===== src/rtl/mmu_xlate_sched.sv =====
// mmu_xlate_sched
//   Translation scheduler between the IF/MEM stages and the shared TLB.
//   Arbitrates fetch (id 0) and load/store (id 1) requests round-robin.
//   Resolves direct mode and the DMW0/DMW1 windows locally. All other
//   addresses go through one TLB search with a fixed TLB_LAT latency.
//   Only one translation is in flight at a time.
//
// Ports
//   clk, resetn          clock, asynchronous active-low reset
//   flush                aborts queued or in-flight work
//   req_*                two requesters; req_ready is a one-hot accept
//   csr_*                CRMD/DMW state, latched at accept
//   tlb_s_*              one-cycle search strobe and vpn2/odd fields
//   tlb_*                TLB result, valid TLB_LAT cycles after the strobe
//   resp_*               registered response with valid/ready handshake
//   perf_lookup/miss     search and TLBR counters
//
// Build option
//   MMU_PERF_CNT_EN      when defined, builds the perf counters; otherwise
//                        perf_lookup/perf_miss are tied to 0
//
// state  | meaning
// IDLE   | waiting for a request, grant made combinationally
// SEARCH | TLB search issued, counting to TLB_LAT
// RESP   | response held until consumed or flushed
// DRAIN  | flushed search, waiting out the TLB latency
module mmu_xlate_sched #(
  parameter int TLB_LAT = 1,
  parameter int CNT_W   = 32
) (
  input  logic             clk,
  input  logic             resetn,
  input  logic             flush,
  input  logic [1:0]       req_valid,
  output logic [1:0]       req_ready,
  input  logic [31:0]      req_vaddr0,
  input  logic [31:0]      req_vaddr1,
  input  logic             req_store1,
  input  logic             csr_da,
  input  logic             csr_pg,
  input  logic [1:0]       csr_datf,
  input  logic [1:0]       csr_datm,
  input  logic [1:0]       csr_plv,
  input  logic [31:0]      csr_dmw0,
  input  logic [31:0]      csr_dmw1,
  output logic             tlb_s_valid,
  output logic [18:0]      tlb_s_vpn2,
  output logic             tlb_s_odd,
  input  logic             tlb_found,
  input  logic [19:0]      tlb_pfn,
  input  logic             tlb_v,
  input  logic             tlb_d,
  input  logic [1:0]       tlb_plv,
  input  logic [1:0]       tlb_mat,
  output logic             resp_valid,
  input  logic             resp_ready,
  output logic             resp_id,
  output logic [31:0]      resp_paddr,
  output logic [1:0]       resp_mat,
  output logic             resp_exc,
  output logic [5:0]       resp_ecode,
  output logic [CNT_W-1:0] perf_lookup,
  output logic [CNT_W-1:0] perf_miss
);

  localparam logic [1:0] S_IDLE   = 2'd0;
  localparam logic [1:0] S_SEARCH = 2'd1;
  localparam logic [1:0] S_RESP   = 2'd2;
  localparam logic [1:0] S_DRAIN  = 2'd3;

  localparam logic [2:0] LAT = 3'(TLB_LAT);

  logic [1:0]  r_state;
  logic [2:0]  r_cnt;
  logic        r_rr_last;
  logic [31:0] r_vaddr;
  logic        r_id;
  logic        r_store;
  logic [1:0]  r_plv;
  logic        r_resp_valid;
  logic        r_resp_id;
  logic [31:0] r_resp_paddr;
  logic [1:0]  r_resp_mat;
  logic        r_resp_exc;
  logic [5:0]  r_resp_ecode;

  logic        w_gnt;
  logic        w_gnt_id;
  logic [31:0] w_vaddr;
  logic        w_direct;
  logic        w_dmw0_hit;
  logic        w_dmw1_hit;
  logic        w_local;
  logic [31:0] w_local_paddr;
  logic [1:0]  w_local_mat;
  logic        w_tlb_exc;
  logic [5:0]  w_tlb_ecode;
  logic        w_lat_hit;
  logic        w_strobe;

  always_comb begin
    w_gnt    = 1'b0;
    w_gnt_id = 1'b0;
    if (r_state == S_IDLE && !flush) begin
      case (req_valid)
        2'b01: begin w_gnt = 1'b1; w_gnt_id = 1'b0;       end
        2'b10: begin w_gnt = 1'b1; w_gnt_id = 1'b1;       end
        2'b11: begin w_gnt = 1'b1; w_gnt_id = ~r_rr_last; end
        default: ;
      endcase
    end
  end

  assign req_ready = w_gnt ? (w_gnt_id ? 2'b10 : 2'b01) : 2'b00;

  assign w_vaddr    = w_gnt_id ? req_vaddr1 : req_vaddr0;
  assign w_direct   = csr_da & ~csr_pg;
  assign w_dmw0_hit = (csr_dmw0[31:29] == w_vaddr[31:29]) && csr_dmw0[csr_plv];
  assign w_dmw1_hit = (csr_dmw1[31:29] == w_vaddr[31:29]) && csr_dmw1[csr_plv];
  assign w_local    = w_direct | w_dmw0_hit | w_dmw1_hit;

  always_comb begin
    w_local_paddr = w_vaddr;
    w_local_mat   = w_gnt_id ? csr_datm : csr_datf;
    if (!w_direct) begin
      if (w_dmw0_hit) begin
        w_local_paddr = {csr_dmw0[27:25], w_vaddr[28:0]};
        w_local_mat   = csr_dmw0[5:4];
      end else begin
        w_local_paddr = {csr_dmw1[27:25], w_vaddr[28:0]};
        w_local_mat   = csr_dmw1[5:4];
      end
    end
  end

  always_comb begin
    w_tlb_exc   = 1'b1;
    w_tlb_ecode = 6'h00;
    if (!tlb_found)                w_tlb_ecode = 6'h3F;
    else if (!tlb_v)               w_tlb_ecode = !r_id ? 6'h03 : (r_store ? 6'h02 : 6'h01);
    else if (r_plv > tlb_plv)      w_tlb_ecode = 6'h07;
    else if (r_store && !tlb_d)    w_tlb_ecode = 6'h04;
    else                           w_tlb_exc   = 1'b0;
  end

  assign w_lat_hit = (r_cnt == LAT);
  assign w_strobe  = (r_state == S_SEARCH) && (r_cnt == 3'd0);

  always_ff @(posedge clk or negedge resetn) begin
    if (!resetn) begin
      r_state      <= S_IDLE;
      r_cnt        <= 3'd0;
      r_rr_last    <= 1'b1;
      r_vaddr      <= 32'd0;
      r_id         <= 1'b0;
      r_store      <= 1'b0;
      r_plv        <= 2'd0;
      r_resp_valid <= 1'b0;
      r_resp_id    <= 1'b0;
      r_resp_paddr <= 32'd0;
      r_resp_mat   <= 2'd0;
      r_resp_exc   <= 1'b0;
      r_resp_ecode <= 6'd0;
    end else begin
      case (r_state)
        S_IDLE: begin
          if (w_gnt) begin
            r_vaddr   <= w_vaddr;
            r_id      <= w_gnt_id;
            r_store   <= w_gnt_id & req_store1;
            r_plv     <= csr_plv;
            r_rr_last <= w_gnt_id;
            r_cnt     <= 3'd0;
            if (w_local) begin
              r_resp_valid <= 1'b1;
              r_resp_id    <= w_gnt_id;
              r_resp_paddr <= w_local_paddr;
              r_resp_mat   <= w_local_mat;
              r_resp_exc   <= 1'b0;
              r_resp_ecode <= 6'd0;
              r_state      <= S_RESP;
            end else begin
              r_state <= S_SEARCH;
            end
          end
        end
        S_SEARCH: begin
          r_cnt <= r_cnt + 3'd1;
          if (flush) begin
            r_state <= S_DRAIN;
          end else if (w_lat_hit) begin
            r_resp_valid <= 1'b1;
            r_resp_id    <= r_id;
            r_resp_paddr <= w_tlb_exc ? 32'd0 : {tlb_pfn, r_vaddr[11:0]};
            r_resp_mat   <= w_tlb_exc ? 2'd0 : tlb_mat;
            r_resp_exc   <= w_tlb_exc;
            r_resp_ecode <= w_tlb_ecode;
            r_state      <= S_RESP;
          end
        end
        // A flush landing on the result cycle enters here with cnt past
        // LAT; the >= lets it leave immediately.
        S_DRAIN: begin
          r_cnt <= r_cnt + 3'd1;
          if (r_cnt >= LAT) r_state <= S_IDLE;
        end
        default: begin
          if (flush || resp_ready) begin
            r_resp_valid <= 1'b0;
            r_state      <= S_IDLE;
          end
        end
      endcase
    end
  end

  assign tlb_s_valid = w_strobe;
  assign tlb_s_vpn2  = r_vaddr[31:13];
  assign tlb_s_odd   = r_vaddr[12];
  assign resp_valid  = r_resp_valid;
  assign resp_id     = r_resp_id;
  assign resp_paddr  = r_resp_paddr;
  assign resp_mat    = r_resp_mat;
  assign resp_exc    = r_resp_exc;
  assign resp_ecode  = r_resp_ecode;

`ifdef MMU_PERF_CNT_EN
  logic [CNT_W-1:0] r_perf_lookup;
  logic [CNT_W-1:0] r_perf_miss;

  // Misses are counted whenever a result is on the bus, drained or not.
  always_ff @(posedge clk or negedge resetn) begin
    if (!resetn) begin
      r_perf_lookup <= '0;
      r_perf_miss   <= '0;
    end else begin
      if (w_strobe) r_perf_lookup <= r_perf_lookup + CNT_W'(1);
      if ((r_state == S_SEARCH || r_state == S_DRAIN) && w_lat_hit && !tlb_found)
        r_perf_miss <= r_perf_miss + CNT_W'(1);
    end
  end

  assign perf_lookup = r_perf_lookup;
  assign perf_miss   = r_perf_miss;
`else
  assign perf_lookup = '0;
  assign perf_miss   = '0;
`endif

  // DMW bits outside VSEG/PSEG/MAT/PLV carry nothing for translation.
  logic w_unused;
  assign w_unused = ^{csr_dmw0[28], csr_dmw0[24:6], csr_dmw1[28], csr_dmw1[24:6]};

endmodule


===== config.mk =====
export PLATFORM = sky130hd
export DESIGN_NAME = mmu_xlate_sched
export DESIGN_NICKNAME = d
export VERILOG_FILES = /design/src/rtl/mmu_xlate_sched.sv
export SDC_FILE = /design/constraint.sdc
export NUM_CORES = 1
export LEC_CHECK = 0
export BUFFER_PORTS_ARGS = -buffer_cell sky130_fd_sc_hd__buf_2
export CAP_MARGIN = 20
export CELL_PAD_IN_SITES_DETAIL_PLACEMENT = 0
export CELL_PAD_IN_SITES_GLOBAL_PLACEMENT = 1
export CORE_MARGIN = 2
export CORE_UTILIZATION = 32
export CTS_BUF_LIST = sky130_fd_sc_hd__clkbuf_8
export DETAILED_ROUTE_END_ITERATION = 6
export GPL_TIMING_DRIVEN = 0
export PLACE_DENSITY = 0.89
export SLEW_MARGIN = 20
export SYNTH_ARGS = -nofsm -noshare
export SYNTH_HDL_FRONTEND = slang
export SYNTH_SLANG_ARGS = --single-unit

===== constraint.sdc =====
create_clock -name clk -period 3.74 [get_ports clk]
set_clock_uncertainty 0.15 [all_clocks]
set_input_delay 0.374 -clock clk [delete_from_list [all_inputs] [get_ports clk]]
set_output_delay 0.374 -clock clk [all_outputs]
set_load 0.03 [all_outputs]

# Word level (Yosys, flattened, before mapping)
# Cells that the tools add are included.
# totals
ff_bits	85
inputBits	170
# op_classes
bitwise_logic	7
n_lt_le_gt_ge	3
n_eq_ne	14
addsub	1
muxes	68
reduce_logical	21
# ops
cell	count
32-bit two-way mux	8
32-bit case mux with 2 select lines	1
2-bit two-way mux	18
6-bit two-way mux	5
1-bit two-way mux	22
3-bit two-way mux	4
6-bit case mux with 2 select lines	1
2-bit != test, second input constant	5
2-bit == test, second input constant	3
3-bit == test	2
2-bit by 6-bit < comparator with 1-bit output, second input constant	1
1-bit case mux with 2 select lines	3
2-bit case mux with 3 select lines	1
3-bit case mux with 2 select lines	1
6-bit AND reduction	1
1-bit logical AND	5
5-bit AND reduction	1
1-bit binary-select mux with 2-bit select	2
2-bit by 1-bit == test with 1-bit output, second input constant	2
2-bit case mux with 2 select lines	1
2-bit AND reduction	2
4-bit AND reduction	1
2-bit nonzero test	2
4-bit nonzero test	1
16 further kinds	21

# Logic depth before layout (Yosys ltp)
# Gate-level depths: netlist of the first run.
# logic_depth
depth_word	11
ltp_mapped	9
mapped_depth_nobuf	9

# Least setup slack after synthesis of the first run
# No wires, ideal clock.
# synth_path
path_type	register -> register
start	reg r_state[1]
end	reg r_resp_ecode[2], in the netlist resp_ecode[2]
synth_period_minus_slack_ns	2.800
arrival_time_ns	2.525
path_stages_with_launch	10
required_ns	3.465
slack_ns	0.940
setup_ns	0.125
cell_sequence	dfrtp_1 -> buf_6 -> or3_4 -> o21ai_2 -> a21oi_1 -> or4_1 -> o211ai_2 -> nand4_4 -> buf_6 -> mux2_4
# synth_between
elab_chain_len	10
word_cells_on_any_way	19
# synth_lines
item	line	rtl
start, declared	73	logic [1:0] r_state;
start signal, assigned	151	r_state <= S_IDLE;
start signal, assigned	181	r_state <= S_RESP;
start signal, assigned	183	r_state <= S_SEARCH;
2-bit logical NOT	104, 165	
1-bit logical AND	104	if (r_state == S_IDLE && !flush) begin
1-bit two-way mux	104	
32-bit two-way mux	116	assign w_vaddr = w_gnt_id ? req_vaddr1 : req_vaddr0;
3-bit == test	118	assign w_dmw0_hit = (csr_dmw0[31:29] == w_vaddr[31:29]) && csr_dmw0[csr_plv];
1-bit logical AND	118	
1-bit bitwise OR (2 in a row)	120	assign w_local = w_direct | w_dmw0_hit | w_dmw1_hit;
2-bit != test (no line)	-	
5-bit AND reduction (no line)	-	
end signal, assigned	197	r_resp_ecode <= w_tlb_ecode;
end, declared	85	logic [5:0] r_resp_ecode;
# Parallel ways exist; a longest one is shown, timed or not.
# A chain may end at the register's enable or synchronous reset.

# Final worst setup path of the first run
# layout_path
start	reg r_state[0]
end	reg r_resp_ecode[4], in the netlist resp_ecode[4]
# Same word-level chain as after synthesis.

==> run metrics, run 1 <==
outcome=completed; Final min period=3.25 ns; Pleak=3.91 nW; RSZ-0062 raised after global routing=no; number of remaining DRC errors=0; startpoint types=register; DP Wirelength=11.6 mm; Worst EP required=3.84 ns; Worst Reg-to-Reg Cells=8; Hold Crit Depth=3; initial antenna violation count=0; max_slew headroom=45.2%; IO Pins=300; WL final=14.8 mm; power density over the cells=760 mW/mm^2; routed len/inst=14.4 um; register area share after synthesis=40.1%; CTS buffer count=9; Max Slew Vio Count=0; Yosys cell types=44; synth warn=0; share of the synthesized area in the top cell type=39.6%; CTS clk-pin slew, worst paths=0.09 ns; core area=0.0159 mm^2; total grt overflow=0; Synth area leaders=dfrtp_1 40%, buf_4 12%, mux2_4 10%; Die Footprint=0.0172 mm^2; remaining antenna violation count=0; HP Start=req_store1; largest net degree at the start of global routing=51; total track usage=17.1%; CTS sink count=83; # nets final=982; port buffer count=195; Post-Syn Instances=536; Die X=131 um; Avg Cell Area, Syn=9.67 um^2; CTS tree=done; cell chosen for the clock root=clkbuf_8; Peak VDD IR=0.000296 V; setup_tns=0 ns; Crit. Startpoint=r_state[0]$_DFFE_PN0P_; CP max FO=10; Initial Util=32.6%; Critical R2R Capture=resp_ecode[4]$_DFFE_PN0P_; CP arrival=3.35 ns; CTS H-tree lvls=3; via count=4493; #FFs+latches synth=83; Iter 0 DRT Violations=305; Clock Path Buffers=2; CP Capture Type=register; first-pass detailed-route iteration total=4; total power=5.26 mW; fraction of layout instances using a drive strength above 1=42.5%; R2R Setup Slk=0.49 ns; Crit Reg-Reg Startpoint=r_state[0]$_DFFE_PN0P_; P&R area growth vs syn=33.6%; first-pass GRT wire length=23.4 mm; Hold WC Path Type=in -> reg; synthesized cell area=0.00518 mm^2; Slew @ Worst Pin=0.822 ns; Die Height=131 um; setup violators final=0; FMAX=308 MHz; vias in the first global route=4476; final hold slack=0.0641 ns; Fill cells=1613; Max-Cap Viols=0; critical path type=reg -> reg; routability cong.=0.843; post-synth top area cell=dfrtp_1; Via density=4.37; Final Hold Viols=0; postcts setup bufs=0; post-CTS sizing=0; worst-skew pair later-pin latency=0.36 ns; Ant. Diodes=0; hold endpoint=r_store$_DFFE_PN0P_; final worst-path cycle share=86.9%; Row Count=46
==> cell usage after synthesis <==
library cell	number
a21bo_2	1
a21boi_0	1
a21boi_1	1
a21o_1	1
a21oi_1	21
a2bb2oi_1	1
a31oi_1	7
and2_1	1
and3_1	2
buf_1	3
buf_4	85
buf_6	5
clkbuf_1	20
conb_1	1
dfrtp_1	82
dfstp_2	1
ha_1	5
inv_1	16
mux2_4	36
mux2i_1	38
mux4_2	2
nand2_1	85
nand2b_1	1
nand3_1	8
nand4_1	1
nand4_4	1
nand4b_1	1
nor2_1	12
nor2b_1	3
nor3_1	3
nor3_2	1
nor3b_1	1
nor4_1	1
o2111ai_1	1
o211a_1	1
o211ai_2	1
o21ai_0	47
o21ai_1	1
o21ai_2	1
o22ai_1	30
o31ai_1	1
or3_4	1
or4_1	1
xor2_1	3
==> critical path, cell delays in order (launching register included) <==
cell	delay, ns
dfrtp_1	0.46
or3_4	0.45
o21ai_0	0.48
nand3_1	0.14
nand4b_1	0.44
o211ai_2	0.27
nand4_4	0.22
buf_6	0.21
mux2_4	0.32
==> cell type report <==
class	count	area [um^2]	area share, %
flip-flops and latches	83	2080	30.0
multi-input cells	387	2500	36.1
inverters	16	60.1	0.867
clock buffers	10	138	1.99
clock inverters	6	81.3	1.17
repair buffers	197	1020	14.7
well taps	216	270	3.90
plain buffers	113	781	11.3
==> placed cells by master (no fill, tap or decap), drive strengths merged, types with 2 or more instances in the layout <==
| master | synthesis | layout |
|---|---|---|
| clkbuf | 20 | 30 |
| inv | 16 | 18 |
| mux2 | 36 | 36 |
| o21ai | 49 | 49 |
| and3 | 2 | 2 |
| dfrtp | 82 | 82 |
| o22ai | 30 | 30 |
| nand4 | 2 | 2 |
| a31oi | 7 | 7 |
| a21oi | 21 | 21 |
| ha | 5 | 5 |
| nor2b | 3 | 3 |
| buf | 93 | 289 |
| nand3 | 8 | 8 |
| mux2i | 38 | 38 |
| mux4 | 2 | 2 |
| a21boi | 2 | 2 |
| clkinv | 0 | 2 |
| xor2 | 3 | 3 |
| nor2 | 12 | 12 |
| bufinv | 0 | 2 |
| nand2 | 85 | 85 |
| nor3 | 4 | 4 |
| conb | 1 | 64 |
==> repair_timing <==
action / 4_1_cts / 5_1_grt
endpoints found under the hold margin: 32 / 0
setup endpoints to repair: 0 / 0
hold buffers: 1 / 0
==> report_power, final <==
group | leakage, nW | internal (mW) | switching [mW] | total (mW)
clock | 0.119 | 0.390 | 0.340 | 0.730
sequential | 1.03 | 1.33 | 0.244 | 1.57
combinational | 2.76 | 1.18 | 1.78 | 2.96
total | 3.91 | 2.90 | 2.36 | 5.26
==> worst max path at each step <==
stage,depth (start not counted),endpoint
6_report,8,resp_ecode[4]$_DFFE_PN0P_
5_1_grt,9,resp_paddr[4]$_DFFE_PN0P_
4_1_cts,9,resp_ecode[4]$_DFFE_PN0P_
3_5_place_dp,9,resp_ecode[4]$_DFFE_PN0P_
3_3_place_gp,9,resp_paddr[5]$_DFFE_PN0P_
2_1_floorplan,9,resp_ecode[2]$_DFFE_PN0P_
==> cells by family (layout without fill, tap and decap cells) <==
logic type,after synthesis,count (layout),synth area share [%]
XOR/XNOR,3,3,0.507
adder cells (fa/ha/maj),5,5,1.21
AND/OR/NAND/NOR,123,123,10.4
other,1,64,0.0723
buffers and inverters,129,342,16.2
AO/OA/AOI/OAI,116,116,12.8
flip-flops,83,83,40.1
multiplexers,76,76,18.6
==> through the flow <==
step                      area (um^2)  setup slack (ns)  util, %  instances
after floorplan                  5420             0.940        -        599
after global placement           6670             0.524     42.0       1010
after detailed placement         6700             0.506     42.2       1011
after CTS                        6930             0.490     43.6       1028
after global routing             6930             0.301     43.6       1028
final                            6930             0.489     43.6       1028
==> registers in the layout, summed over array words and instances (netlist names) <==
| signal | flops |
|---|---|
| r_plv | 2 |
| resp_mat | 2 |
| r_cnt | 3 |
| r_store | 1 |
| resp_exc | 1 |
| resp_valid | 1 |
| resp_paddr | 32 |
| r_state | 2 |
| resp_id | 1 |
| r_id | 1 |
| resp_ecode | 4 |
| r_vaddr | 32 |
| r_rr_last | 1 |
==> metal layers <==
layer | wire [um] | part of all wire (%) | GRT usage (%) | vias up
met2 | 7070 | 48 | 29.1 | 157
met1 | 6530 | 44 | 21.4 | 2068
met4 | 229 | 1.5 | 5.74 | 0
li1 | - | - | - | 2252
met3 | 975 | 6.6 | 3.86 | 16
met5 | 0 | 0 | 0 | -
Power figures use the tool's default switching activity.
==> run 2, diff against run 1 <==
--- a/config.mk
+++ b/config.mk
@@ -10,11 +10,11 @@
 export CELL_PAD_IN_SITES_DETAIL_PLACEMENT = 0
 export CELL_PAD_IN_SITES_GLOBAL_PLACEMENT = 1
 export CORE_MARGIN = 2
-export CORE_UTILIZATION = 32
+export CORE_UTILIZATION = 35
 export CTS_BUF_LIST = sky130_fd_sc_hd__clkbuf_8
 export DETAILED_ROUTE_END_ITERATION = 6
 export GPL_TIMING_DRIVEN = 0
-export PLACE_DENSITY = 0.89
+export PLACE_DENSITY = 0.95
 export SLEW_MARGIN = 20
 export SYNTH_ARGS = -nofsm -noshare
 export SYNTH_HDL_FRONTEND = slang
==> constraint.sdc (replaced) <==
create_clock -name clk -period 4 [get_ports clk]
set_clock_uncertainty 0.15 [all_clocks]
set_input_delay 0.6 -clock clk [delete_from_list [all_inputs] [get_ports clk]]
set_output_delay 0.6 -clock clk [all_outputs]
set_load 0.03 [all_outputs]
==> run 2 against run 1 <==
Final area down 1.4%. Count of clock-buffer cells in the layout decreased by 1. Sequential share of layout area up 0.43 points. Wire length down 2.0%. Cell count fell by 3.5%. Clock power is 22% lower. Global-route usage rose by 1.2 points. Flip-flop and latch count unchanged. Sequential power fell by 6%. Via count grew 1.0%. Power is 8.8% lower. Hold slack got worse by 0.037 ns. Largest cell class unchanged. Largest power group unchanged.
==> run metrics, run 2 (synthesis results as in run 1) <==
Hold WC Path Type=in -> async; Pleak=3.87 nW; fin area=0.00683 mm^2; Max-Cap Viols=0; first-pass detailed-route iteration total=6; remaining antenna violation count=0; max_slew headroom=47.5%; routability cong.=0.904; core area=0.0145 mm^2; vias in the first global route=4390; number of remaining DRC errors=0; commonest cells after routing, fill and taps aside=194 x buf_2, 86 x buf_4, 85 x nand2_1; CTS buffer count=9; critical path type=reg -> reg; initial antenna violation count=0; commonest non-fill, non-tap cell in the layout=buf_2; Clock Path Buffers=2; worst-skew pair later-pin latency=0.35 ns; CP max FO=10; Final Hold Viols=0; postcts setup bufs=0; Initial Util=35.8%; cell chosen for the clock root=clkbuf_8; Ant. Diodes=0; Final min period=3.16 ns; RSZ-0062 raised after global routing=no; WL final=14.5 mm; P&R area growth vs syn=31.7%; Slew @ Worst Pin=0.788 ns; first-pass GRT wire length=22.7 mm; Iter 0 DRT Violations=285; Post-DP Area=0.00666 mm^2; CTS tree=done; setup_tns=0 ns; total grt overflow=0; total track usage=18.3%; IO Pins=300; final hold slack=0.0266 ns; Via density=4.58; post-CTS sizing=0; CP Capture Type=register; Worst Reg-to-Reg Cells=8; setup violators final=0; outcome=completed; Worst EP required=4.08 ns; port buffer count=195; CTS Hold Bufs=0; startpoint types=register; Max Slew Vio Count=0; # nets final=981; routed len/inst=14.6 um; final worst-path cycle share=79.1%; final std cells w/o fill=992; via count=4540; Die Footprint=0.0158 mm^2; pre-CTS WS=0.620 ns; CTS H-tree lvls=3; FMAX=316 MHz; power density over the cells=703 mW/mm^2; Die Height=126 um; Peak VDD IR=0.000215 V; Row Count=44; largest net degree at the start of global routing=55; Die X=126 um; fraction of layout instances using a drive strength above 1=42.5%; CTS sink count=83; CTS clk-pin slew, worst paths=0.08 ns; Inst Count DP=979; setup ws final=0.836 ns; CP arrival=3.25 ns; DP Wirelength=11.2 mm
==> run 2: per-layer routing <==
layer  vias up  wire, um  GRT usage [%]
met5         -         0              0
met4         0       241           5.88
met3        18      1120           4.63
met2       176      7000           30.4
met1      2107      6150           23.3
li1       2239         -              -
==> run 2: worst paths after layout <==
| path | startpoint | endpoint | slack [ns] |
|---|---|---|---|
| max | r_state[0]$_DFFE_PN0P_ | resp_ecode[2]$_DFFE_PN0P_ | 0.84 |
| min in group clk | req_store1 | r_store$_DFFE_PN0P_ | 0.30 |
| min | resetn | resp_paddr[18]$_DFFE_PN0P_ | 0.03 |
| min reg2reg | r_vaddr[16]$_DFFE_PN0P_ | r_vaddr[16]$_DFFE_PN0P_ | 0.33 |
| max in group asynchronous | resetn | r_rr_last$_DFFE_PN1P_ | 3.00 |
| max reg2reg | r_state[0]$_DFFE_PN0P_ | resp_ecode[2]$_DFFE_PN0P_ | 0.84 |
==> run 2: area by class of cell <==
cell class	count	area [um^2]
buffer	113	781
inverter	16	60.1
clock inverter	4	46.3
fill	1394	7650
multi-input combinational	387	2500
sequential	83	2080
timing repair buffer	196	1010
tap	184	230
clock buffer	9	124
==> run 2: per-stage QoR <==
step                util, %  total power, mW
floorplan                 -             3.51
global placement       45.8             4.20
detailed placement     46.0             4.26
CTS                    47.2             4.84
global route           47.2             5.13
finish                 47.2             4.80
==> run 2: worst max-delay path: stages, from the launching register on <==
cell,delay [ns]
dfrtp_1,0.46
or3_4,0.45
o21ai_0,0.48
nand3_1,0.14
nand4b_1,0.39
o211ai_2,0.25
nand4_4,0.20
buf_6,0.21
mux2_4,0.31
==> run 2: report_power, final <==
part / internal (mW) / switching, mW
sequential: 1.24 / 0.227
clock: 0.275 / 0.295
combinational: 1.11 / 1.66
total: 2.62 / 2.18
==> run 3, diff against run 2 <==
--- a/config.mk
+++ b/config.mk
@@ -5,16 +5,17 @@
 export SDC_FILE = /design/constraint.sdc
 export NUM_CORES = 1
 export LEC_CHECK = 0
+export ABC_AREA = 1
 export BUFFER_PORTS_ARGS = -buffer_cell sky130_fd_sc_hd__buf_2
 export CAP_MARGIN = 20
 export CELL_PAD_IN_SITES_DETAIL_PLACEMENT = 0
 export CELL_PAD_IN_SITES_GLOBAL_PLACEMENT = 1
 export CORE_MARGIN = 2
-export CORE_UTILIZATION = 35
+export CORE_UTILIZATION = 31
 export CTS_BUF_LIST = sky130_fd_sc_hd__clkbuf_8
 export DETAILED_ROUTE_END_ITERATION = 6
 export GPL_TIMING_DRIVEN = 0
-export PLACE_DENSITY = 0.95
+export PLACE_DENSITY = 0.9
 export SLEW_MARGIN = 20
 export SYNTH_ARGS = -nofsm -noshare
 export SYNTH_HDL_FRONTEND = slang
==> constraint.sdc (replaced) <==
create_clock -name clk -period 3.1 [get_ports clk]
set_clock_uncertainty 0.15 [all_clocks]
set_input_delay 0.465 -clock clk [delete_from_list [all_inputs] [get_ports clk]]
set_output_delay 0.465 -clock clk [all_outputs]
set_load 0.03 [all_outputs]
==> run 3 against run 2 <==
Non-clock buffer count decreased by 1. First-iteration DRC count decreased by 11%. Power grew 26%. Combinational power grew 21%. Final area up 1.8%. Synthesized area grew 0.17%. Count of clock-buffer cells in the layout unchanged. Global-route usage down 1.6 points. Die area is 13% higher. Largest cell class unchanged. Highest routed layer unchanged.
==> run metrics, run 3 <==
DP Wirelength=11.7 mm; Avg Cell Area, Syn=7.66 um^2; post-synth top area cell=dfrtp_1; total track usage=16.7%; asr flop ratio synth=100%; max_slew headroom=62.1%; Slew @ Worst Pin=0.568 ns; port buffer count=195; routed len/inst=12.7 um; Peak VDD IR=0.000390 V; number of synthesized flops with an enable pin=0; CP Capture Type=output pin; Yosys cell types=31; Die X=133 um; pre-CTS WS=-0.153 ns; Fill cells=1758; initial antenna violation count=0; Hold WC Path Type=in -> reg; synthesized cell area=0.00519 mm^2; most common cell in the netlist=nand2_1; setup violators final=0; register area share after synthesis=40.0%; share of the synthesized area in the top cell type=39.5%; total grt overflow=0; Post-Syn Instances=678; CTS tree=done; startpoint types=register; Post-DP Area=0.00671 mm^2; Initial Util=31.5%; top_reg_cell synth=dfrtp_1; fraction of layout instances using a drive strength above 1=36.0%; fin area=0.00695 mm^2; routability cong.=0.823; Iter 0 DRT Violations=255; remaining antenna violation count=0; worst-skew pair later-pin latency=0.36 ns; most frequent cells after synthesis=242 x nand2_1, 89 x buf_4, 84 x o21ai_0; Crit-path slowest cell=dfrtp_1; final core occ=42.2%; commonest non-fill, non-tap cell in the layout=nand2_1; Die Height=133 um; first-pass detailed-route iteration total=4; Ant. Diodes=0; Max-Cap Viols=0; Synth area leaders=dfrtp_1 40%, nand2_1 17%, buf_4 13%; total power=6.06 mW; CP arrival=2.17 ns; Worst EP required=2.48 ns; CTS buffer count=9; power density over the cells=871 mW/mm^2; final worst-path cycle share=89.7%; commonest cells after routing, fill and taps aside=242 x nand2_1, 197 x buf_2, 90 x buf_4; # nets final=1124; synth warn=0; WL final=14.9 mm; Pleak=3.98 nW; vias in the first global route=4521; CTS sink count=83; core area=0.0165 mm^2; Clock Path Buffers=2; P&R area growth vs syn=33.8%; critical path cell sequence=inv_2 > nand2_2 > nor2_4 > o21ai_2 > clkbuf_2 > clkbuf_2 > nor2_1 > buf_2; Row Count=47; RSZ-0062 raised after global routing=no; setup ws final=0.319 ns; Largest delay share family, worst path=buffers and inverters; first-pass GRT wire length=23.5 mm; Final min period=2.78 ns; Max Slew Vio Count=0; #FFs+latches synth=83; IO Pins=300; Crit path largest cell delay=0.46 ns; CTS clk-pin slew, worst paths=0.09 ns; number of remaining DRC errors=0; critical path type=reg -> out; Via density=4.16; FMAX=360 MHz; largest net degree at the start of global routing=43; cell mode on critical path=clkbuf_2; cell chosen for the clock root=clkbuf_8; via count=4885; outcome=completed; Die Footprint=0.0178 mm^2; final hold slack=0.221 ns; worst path bufs/invs=4; Final Hold Viols=0; CTS H-tree lvls=3; CP max FO=10
[run 3: changes by cell type in the layout (fill, tap and decap cells not counted), sizes merged, moves of 6 or more]
| cell | before | now |
|---|---|---|
| nand2 | 85 | 254 |
| mux2 | 36 | 0 |
| o21ai | 49 | 85 |
| o22ai | 30 | 1 |
| inv | 17 | 45 |
| a21oi | 21 | 2 |
| nand3 | 8 | 27 |
| nor2 | 12 | 29 |
| mux2i | 38 | 29 |
| clkbuf | 29 | 23 |
[run 3: final timing paths]
path | startpoint | end | slack (ns) | cells after the start
min in group asynchronous | resetn | r_vaddr[19]$_DFFE_PN0P_ | 0.49 | 2
worst min-delay path | req_store1 | r_store$_DFFE_PN0P_ | 0.22 | 3
worst max-delay path | r_state[0]$_DFFE_PN0P_ | req_ready[0] | 0.32 | 8
worst max register to register | r_plv[1]$_DFFE_PN0P_ | resp_paddr[22]$_DFFE_PN0P_ | 0.40 | 13
max in group asynchronous | resetn | r_rr_last$_DFFE_PN1P_ | 1.63 | 3
worst min register to register | r_rr_last$_DFFE_PN1P_ | r_rr_last$_DFFE_PN1P_ | 0.32 | 2
[run 3: per-layer routing]
metal  global-route usage [%]  up-vias  routed length, um
li1                         -     2539                  -
met1                     23.1     2180               6840
met2                     26.9      153               7030
met3                     2.55       13                856
met4                     5.26        0                187
met5                        0        -                  0
[run 3: cells by family (layout without fill, tap and decap cells)]
| group | Yosys count | in the layout | share of synthesized area (%) |
|---|---|---|---|
| buf+inv | 153 | 366 | 18.3 |
| other cells | 1 | 64 | 0.0722 |
| simple gates | 313 | 313 | 25.5 |
| xor+xnor | 1 | 1 | 0.169 |
| mux | 29 | 29 | 5.59 |
| fa+ha+maj | 5 | 5 | 1.20 |
| compound gates | 93 | 93 | 9.15 |
| flops | 83 | 83 | 40.0 |
[run 3: worst min-delay path, stage by stage]
cell and delay [ns]:
buf_2 0.09, nand2_1 0.06, o21ai_0 0.08
[run 3: report_power, final]
| part | switching, mW | internal, mW | leakage (nW) |
|---|---|---|---|
| Combinational | 2.22 | 1.13 | 2.82 |
| Sequential | 0.263 | 1.57 | 1.05 |
| Clock | 0.416 | 0.453 | 0.112 |
| Total | 2.90 | 3.15 | 3.98 |
[run 3: through the flow]
| step | TNS, ns | cells |
|---|---|---|
| 2_1_floorplan | 0 | 741 |
| 5_1_grt | 0 | 1174 |
| 6_report | 0 | 1174 |
| 3_3_place_gp | -0.796 | 1156 |
| 4_1_cts | 0 | 1174 |
| 3_5_place_dp | -0.799 | 1157 |
[run 3: layout make-up]
class	count	area, um^2	share of cell area, %
well taps	220	275	3.96
inverters	42	158	2.27
plain buffers	111	798	11.5
repair buffers	197	1020	14.6
flip-flops and latches	83	2080	29.9
clock inverters	7	92.6	1.33
multi-input cells	505	2410	34.7
clock buffers	9	124	1.78
[run 3: repair_timing]
action,in CTS,in global routing
endpoints found under the hold margin,41,0
resized for setup,2,8
buffers inserted,0,0
hold buffers,1,0
setup endpoints to repair,1,31
